$ cat src/rtl/multi_trip_cycle_counter.sv
// multi_trip_cycle_counter
// Counts clock cycles from a start event (falling edge of startSequence) to
// the first sampled-high level on each of NUM_CH trip inputs. Each channel can
// be enabled per run. A run finishes when every enabled channel has latched a
// count, or when the cycle counter reaches its limit (timeout).
//
// Build option: define TRIP_SYNC_EN to pass every tripped bit through a
// 2-flop synchroniser before it is qualified (for inputs asynchronous to CLK).
//
// Handshake: there is no valid/ready pair. A run is requested by a high-then-
// low pulse on startSequence. busy is high while counting. hasTripped marks
// that the results are valid, and they stay valid until the next start or reset.
module multi_trip_cycle_counter #(
    parameter int NUM_CH         = 4,
    parameter int CNT_W          = 32,
    parameter int TIMEOUT_CYCLES = 0
) (
    input  logic                    CLK,
    input  logic                    RST,
    input  logic                    startSequence,
    input  logic [NUM_CH-1:0]       tripped,
    input  logic [NUM_CH-1:0]       chEnable,
    output logic                    hasTripped,
    output logic                    timedOut,
    output logic                    busy,
    output logic [NUM_CH-1:0]       tripMask,
    output logic [NUM_CH*CNT_W-1:0] theCounts
);

    typedef enum logic [1:0] {
        S_IDLE     = 2'd0,
        S_COUNTING = 2'd1,
        S_DONE     = 2'd2
    } state_t;

    // Counter value that aborts a run; zero selects the saturation value so the
    // counter can never wrap.
    localparam logic [CNT_W-1:0] LIMIT = (TIMEOUT_CYCLES == 0) ? {CNT_W{1'b1}}
                                                               : CNT_W'(TIMEOUT_CYCLES);

    state_t                    state_q;
    logic [CNT_W-1:0]          counter_q;
    logic                      start_q;
    logic [NUM_CH-1:0]         en_q;
    logic [NUM_CH-1:0]         mask_q;
    logic [NUM_CH*CNT_W-1:0]   counts_q;
    logic                      has_tripped_q;
    logic                      timed_out_q;
    logic                      busy_q;

    logic [NUM_CH-1:0]         trip_s;
    logic                      start_fall;
    logic [NUM_CH-1:0]         start_hit;
    logic [NUM_CH-1:0]         run_hit;
    logic                      all_done;
    logic                      at_limit;

`ifdef TRIP_SYNC_EN
    logic [NUM_CH-1:0] sync1_q;
    logic [NUM_CH-1:0] sync2_q;

    // Two-flop synchroniser on every trip input.
    always_ff @(posedge CLK or negedge RST) begin
        if (!RST) begin
            sync1_q <= '0;
            sync2_q <= '0;
        end else begin
            sync1_q <= tripped;
            sync2_q <= sync1_q;
        end
    end

    assign trip_s = sync2_q;
`else
    assign trip_s = tripped;
`endif

    // Start edge detection and per-channel trip qualification.
    always_comb begin
        start_fall = start_q & ~startSequence;
        start_hit  = chEnable & trip_s;
        run_hit    = en_q & trip_s & ~mask_q;
        all_done   = ((mask_q & en_q) == en_q);
        at_limit   = (counter_q == LIMIT);
    end

    // Run control FSM with counter, latched results and registered flags.
    always_ff @(posedge CLK or negedge RST) begin
        if (!RST) begin
            state_q       <= S_IDLE;
            counter_q     <= '0;
            start_q       <= 1'b0;
            en_q          <= '0;
            mask_q        <= '0;
            counts_q      <= '0;
            has_tripped_q <= 1'b0;
            timed_out_q   <= 1'b0;
            busy_q        <= 1'b0;
        end else begin
            start_q <= startSequence;
            case (state_q)
                S_IDLE, S_DONE: begin
                    if (start_fall) begin
                        state_q       <= S_COUNTING;
                        busy_q        <= 1'b1;
                        counter_q     <= '0;
                        en_q          <= chEnable;
                        // A trip already high at the start edge counts as 0,
                        // which is also the cleared value of its result.
                        mask_q        <= start_hit;
                        counts_q      <= '0;
                        has_tripped_q <= 1'b0;
                        timed_out_q   <= 1'b0;
                    end
                end
                S_COUNTING: begin
                    if (all_done) begin
                        // Completion is registered one edge after the last latch.
                        state_q       <= S_DONE;
                        busy_q        <= 1'b0;
                        has_tripped_q <= 1'b1;
                    end else begin
                        mask_q <= mask_q | run_hit;
                        for (int i = 0; i < NUM_CH; i++) begin
                            if (run_hit[i]) begin
                                counts_q[i*CNT_W +: CNT_W] <= counter_q;
                            end else if (at_limit && en_q[i] && !mask_q[i]) begin
                                counts_q[i*CNT_W +: CNT_W] <= {CNT_W{1'b1}};
                            end
                        end
                        if (at_limit) begin
                            // Channels still outstanding at the limit: abort
                            // without incrementing so the counter never wraps.
                            state_q       <= S_DONE;
                            busy_q        <= 1'b0;
                            has_tripped_q <= 1'b1;
                            timed_out_q   <= 1'b1;
                        end else begin
                            counter_q <= counter_q + CNT_W'(1);
                        end
                    end
                end
                default: begin
                    state_q <= S_IDLE;
                    busy_q  <= 1'b0;
                end
            endcase
        end
    end

    assign hasTripped = has_tripped_q;
    assign timedOut   = timed_out_q;
    assign busy       = busy_q;
    assign tripMask   = mask_q;
    assign theCounts  = counts_q;

endmodule

$ cat config.mk
export PLATFORM = sky130hd
export DESIGN_NAME = multi_trip_cycle_counter
export DESIGN_NICKNAME = d
export VERILOG_FILES = /design/src/rtl/multi_trip_cycle_counter.sv
export SDC_FILE = /design/constraint.sdc
export NUM_CORES = 1
export LEC_CHECK = 0
export BUFFER_PORTS_ARGS = -buffer_cell sky130_fd_sc_hd__buf_2
export CAP_MARGIN = 20
export CORE_MARGIN = 1.5
export CORE_UTILIZATION = 59
export CTS_BUF_LIST = sky130_fd_sc_hd__clkbuf_4 sky130_fd_sc_hd__clkbuf_8 sky130_fd_sc_hd__clkbuf_16
export DETAILED_ROUTE_END_ITERATION = 10
export GPL_ROUTABILITY_DRIVEN = 0
export PLACE_DENSITY = 0.91
export SYNTH_ARGS = -nofsm -noshare
export SYNTH_HDL_FRONTEND = slang
export SYNTH_SLANG_ARGS = --single-unit
export TNS_END_PERCENT = 30
$ cat constraint.sdc
create_clock -name CLK -period 6.44 [get_ports CLK]
set_input_delay 0.644 -clock CLK [delete_from_list [all_inputs] [get_ports CLK]]
set_output_delay 0.644 -clock CLK [all_outputs]
set_load 0.02 [all_outputs]
# --- Word level (Yosys, flattened, before mapping) ---
# Cells that the tools add are included.
word_totals:
  regBits: 174
  in_bits: 11
  out_inout_bits: 135
  elab_cells: 91
classes:
  add_sub_neg: 1
  eq_ne: 13
  n_mux: 32
  n_bitwise: 8
  n_reduce_logical: 25
ops:
  columns: ["cell", "count"]
  rows:
  - ["2-to-1 mux 32 bit", 11]
  - ["2-to-1 mux 128 bit", 2]
  - ["one-hot mux 128 bit (2 select lines)", 1]
  - ["one-hot mux 32 bit (2 select lines)", 1]
  - ["adder 32 x 1 -> 32 bit (second input constant)", 1]
  - ["equality test 32 bit (second input constant)", 1]
  - ["AND reduction 4 bit", 6]
  - ["bitwise AND 4 bit", 4]
  - ["!= test 3 bit (second input constant)", 5]
  - ["logical AND 1 bit", 8]
  - ["2-to-1 mux 4 bit", 2]
  - ["!= test 2 bit (second input constant)", 4]
  - ["one-hot mux 4 bit (2 select lines)", 1]
  - ["2-to-1 mux 1 bit", 7]
  - ["2-to-1 mux 2 bit", 3]
  - ["one-hot mux 1 bit (2 select lines)", 3]
  - ["AND reduction 3 bit", 2]
  - ["equality test 4 bit", 1]
  - ["zero test 1 bit", 4]
  - ["inverter 4 bit", 1]
  - ["bitwise OR 4 bit", 1]
  - ["one-hot mux 2 bit (2 select lines)", 1]
  - ["AND reduction 2 bit", 2]
  - ["equality test 2 x 1 -> 1 bit (second input constant)", 1]
  - ["other kinds (6)", 6]

# --- Depth between registers and ports, before layout ---
logic_depth:
  depth_word: 7
  mapped_depth: 7
  depth_no_buf: 6

# --- Least setup slack after synthesis ---
# Ideal clock, no wire load.
synth_timing:
  kind: "input -> register"
  from: "input startSequence"
  to: "register counter_q[13]"
  setup_ns: 0.078
  arrival_ns: 2.189
  required_ns: 6.362
  path_slack_ns: 4.173
  path_stages: 7
  n_path_buf: 2
  cell_sequence: "nor2b_1 > nor2b_1 > buf_2 > o211ai_1 > clkbuf_1 > or4_1 > a21oi_1"
synth_via:
  elab_chain_cells: 4
synth_lines:
  columns: ["element", "line_no", "source"]
  rows:
  - ["start, declared", "20", "input logic startSequence,"]
  - ["inverter 1 bit", "80", "start_fall = start_q & ~startSequence;"]
  - ["bitwise AND 1 bit", "80", null]
  - ["!= test 2 bit (no source line)", null, null]
  - ["AND reduction 4 bit (no source line)", null, null]
  - ["end signal, assigned", "139", "counter_q <= counter_q + CNT_W'(1);"]
  - ["end, declared", "42", "logic [CNT_W-1:0] counter_q;"]
# Every way passes these cells.
# A chain may end at the register's enable or synchronous reset.

# --- Worst setup path in the final report ---
layout_timing:
  from: "register state_q[0]"
  to: "register counts_q[46] (netlist: theCounts[46])"
layout_via:
  elab_chain_cells: 4
  word_cells_on_any_way: 10
  cone_classes: "5 x eq/ne; 1 x mux; 4 x reduce/logical"
layout_lines:
  columns: ["element", "line_no", "source"]
  rows:
  - ["start, declared", "41", "state_t state_q;"]
  - ["start signal, assigned", "90", "state_q <= S_IDLE;"]
  - ["start signal, assigned", "104", "state_q <= S_COUNTING;"]
  - ["start signal, assigned", "119", "state_q <= S_DONE;"]
  - ["equality test 2 bit / zero test 2 bit (equally long branches)", "101", "case (state_q)"]
  - ["OR reduction 2 bit", "101", null]
  - ["!= test 2 bit (no source line) / nonzero test 2 bit (equally long branches)", null, null]
  - ["AND reduction 4 bit (no source line)", null, null]
  - ["end signal, assigned by index", "126", "counts_q[i*CNT_W +: CNT_W] <= counter_q;"]
  - ["end signal, assigned by index", "128", "counts_q[i*CNT_W +: CNT_W] <= {CNT_W{1'b1}};"]
  - ["end, declared", "46", "logic [NUM_CH*CNT_W-1:0] counts_q;"]
# Several ways; a longest one is shown, not always the timed one.

==> impl_metrics.tcl <==
set metrics [dict create \
    max_freq_mhz 304 \
    power_frac_clock_pct 21.1 \
    netlist_instances 620 \
    worst_setup_path_start_kind "flop" \
    slew_viol_final 0 \
    dp_hpwl_um 12600 \
    crit_buf_inv 2 \
    synthFlopType "dfrtp_1" \
    rsz0062_at_grt "false" \
    io-pin-count 146 \
    htreeDepth 4 \
    die_w_um 117 \
    cts_resized 0 \
    root_buffer "clkbuf_16" \
    cellPowerDensity_mw_per_mm2 539 \
    intPower_mw 3.00 \
    clkTransAtPathRegs_ns 0.07 \
    cts_tree "done" \
    num_rows 41 \
    area_growth_syn_to_layout_pct 19.1 \
    die_area_mm2 0.0136 \
    synth_top_area_share_pct 57.1 \
    start_util_pct 60.4 \
    async_flop_share_pct 100 \
    swShare_pct 38.8 \
    finalClockSkew_ns 0.00856 \
    postCtsHoldBufs 0 \
    timing.final.crit_share_pct 51.0 \
    clkSinkCount 174 \
    yosys-top-cells-count "174 x dfrtp_1, 108 x o221a_2, 42 x nand2_1" \
    worstPathRequired_ns 6.81 \
    drtIter0Drc 641 \
    path_delay_family "compound AO/OA/AOI/OAI gates" \
    switchingPower_mw 1.90 \
    postCtsSetupBuffers 0 \
    post-route-drc-count 0 \
    syn-num-nets 632 \
    track_usage_pct 31.2 \
    grt_pass1_vias 6023 \
    cpMaxStageDelayCell "a221oi_4" \
    end_kind "flop" \
    die_h_um 117 \
    grt_max_degree 129 \
    overflow 0 \
    yosysSeqAreaShare_pct 57.1 \
    n_fill_cell 848 \
    clk_path_buf_depth 2 \
    routed_wirelength_um 20900 \
    ir_drop_mv 0.317 \
    diodes 0 \
    tightestPinTransition_ns 1.13 \
    finalSetupViolCount 0 \
    synth-edff-count 0 \
    ys_top_cells_by_area "dfrtp_1 57%, o221a_2 16%, o221a_1 3.0%" \
    synth_area_mm2 0.00763 \
    synthDistinctLibCells 47 \
    slowest_delay_ns 0.85 \
    yosysMostFrequentCell "dfrtp_1" \
    maxSlewHeadroom_pct 24.7 \
    outcome "complete, no violations" \
    path_cells "nand2b_1 -> a41oi_2 -> nor2_2 -> buf_8 -> a221oi_4 -> buf_4 -> o221a_2" \
    synth.avg_cell_area_um2 12.3 \
    final.min_clock_period_ns 3.29 \
    setup_tns_ns 0 \
    core_area_mm2 0.0126 \
    grt_pass1_wl_um 32200 \
    portBuffers 145 \
    clock_latency_ns 0.43 \
    yosysTopAreaCell "dfrtp_1" \
    antenna_found_initial 0 \
    utilization_pct 72.0 \
    nets 732 \
    viasPerCell 6.84 \
    p_comb_share_pct 43.2 \
    seqPwrFrac_pct 35.7 \
    criticalPathCategory "flop to flop" \
    crit_arrival_ns 3.66 \
    finalHoldViolations 0 \
    antenna_left 0 \
    maxCapViolCount 0 \
    firstDrtPassIters 8 \
    wl_per_cell_um 23.1 \
    ys_ff_latch 174 \
    yosysWarningCount 0 \
    total_leakage_power_nw 4.25 \
    layout-drive-gt1-share_pct 42.8 \
    cts_buffers 17 \
    crit_fanout 21 \
    num_vias 6190 \
    hp-class "input port to asynchronous set/reset pin" \
]
==> kinds of logic after synthesis <==
group                    synth area share, %
AND/OR/NAND/NOR                         11.3
multiplexers                           0.935
XOR/XNOR                               0.115
AO/OA/AOI/OAI                           25.6
adder cells (fa/ha/maj)                0.164
flip-flops                              57.1
buffers and inverters                   4.82
==> per-stage QoR <==
step           power, mW  cell area, um2  instances  setup WS [ns]  hold WS, ns
2_1_floorplan       3.12            7630        620           4.17        0.348
3_3_place_gp        3.68            8350        867           2.87        0.460
3_5_place_dp        3.78            8370        868           2.70        0.461
4_1_cts             4.82            8970        900           2.85        0.327
5_1_grt             5.12            9080        905           3.01        0.226
6_report            4.90            9080        905           3.15        0.186
==> layout make-up <==
| type | count | area, um2 | area share (%) |
|---|---|---|---|
| repair buffers | 158 | 925 | 10.2 |
| inverters | 9 | 33.8 | 0.372 |
| flip-flops and latches | 174 | 4350 | 47.9 |
| well taps | 172 | 215 | 2.37 |
| clock inverters | 12 | 135 | 1.49 |
| clock buffers | 20 | 460 | 5.07 |
| multi-input cells | 360 | 2960 | 32.6 |
==> worst reg2reg max path, cell delays in order, from the launching register on <==
cell and delay (ns):
dfrtp_1 0.48, nand2b_1 0.36, a41oi_2 0.52, nor2_2 0.23
buf_8 0.22, a221oi_4 0.85, buf_4 0.36, o221a_2 0.21
==> routing by layer <==
layer	GRT usage (%)	routed length [um]
met1	42.5	8360
met2	48.5	10100
met3	8.72	1980
met4	11.6	444
met5	0	0
==> path summary, 6_finish.rpt <==
kind | startpoint | to | slack [ns] | cells after the start
setup / recovery | state_q[0] | theCounts[46] | 3.15 | 7
hold / removal | RST | tripMask[0] | 0.19 | 1
setup reg to reg | state_q[0] | theCounts[46] | 3.15 | 7
hold reg to reg | hasTripped | hasTripped | 0.48 | 2
max in group asynchronous | RST | theCounts[77] | 5.23 | 2
min in group CLK | startSequence | start_q | 0.35 | 1
==> power by group through the flow <==
stage,clock network (mW),registers [mW],logic (mW)
finish,1.03,1.75,2.12
global route,1.09,1.78,2.25
CTS,1.04,1.74,2.05
detailed placement,0,1.74,2.04
global placement,0,1.73,1.94
floorplan,0,2.11,1.00
==> registers in the layout, summed over array words and instances (netlist names) <==
name and count:
en_q 4, tripMask 4, counter_q 32, timedOut 1
start_q 1, busy 1, hasTripped 1, theCounts 128
state_q 2
==> layout by cell type (no fill, tap or decap), drive strengths merged, types with 2 or more instances in the layout <==
| master | count |
|---|---|
| o211ai | 2 |
| nor2b | 7 |
| buf | 158 |
| o21ai | 9 |
| nand2b | 11 |
| o2111ai | 2 |
| clkinvlp | 4 |
| or4 | 18 |
| o221a | 128 |
| nor3 | 6 |
| nor2 | 14 |
| dfrtp | 174 |
| or3 | 7 |
| nor4 | 6 |
| or2 | 5 |
| clkinv | 4 |
| o41ai | 2 |
| nand3 | 12 |
| nand4 | 6 |
| and3 | 5 |
| and4 | 3 |
| a21oi | 32 |
| a221oi | 4 |
| mux2i | 6 |
| inv | 11 |
| a2bb2oi | 4 |
| and2 | 3 |
| clkbuf | 20 |
| nand2 | 42 |
| bufinv | 2 |
| o31ai | 18 |
Power figures use the tool's default switching activity.
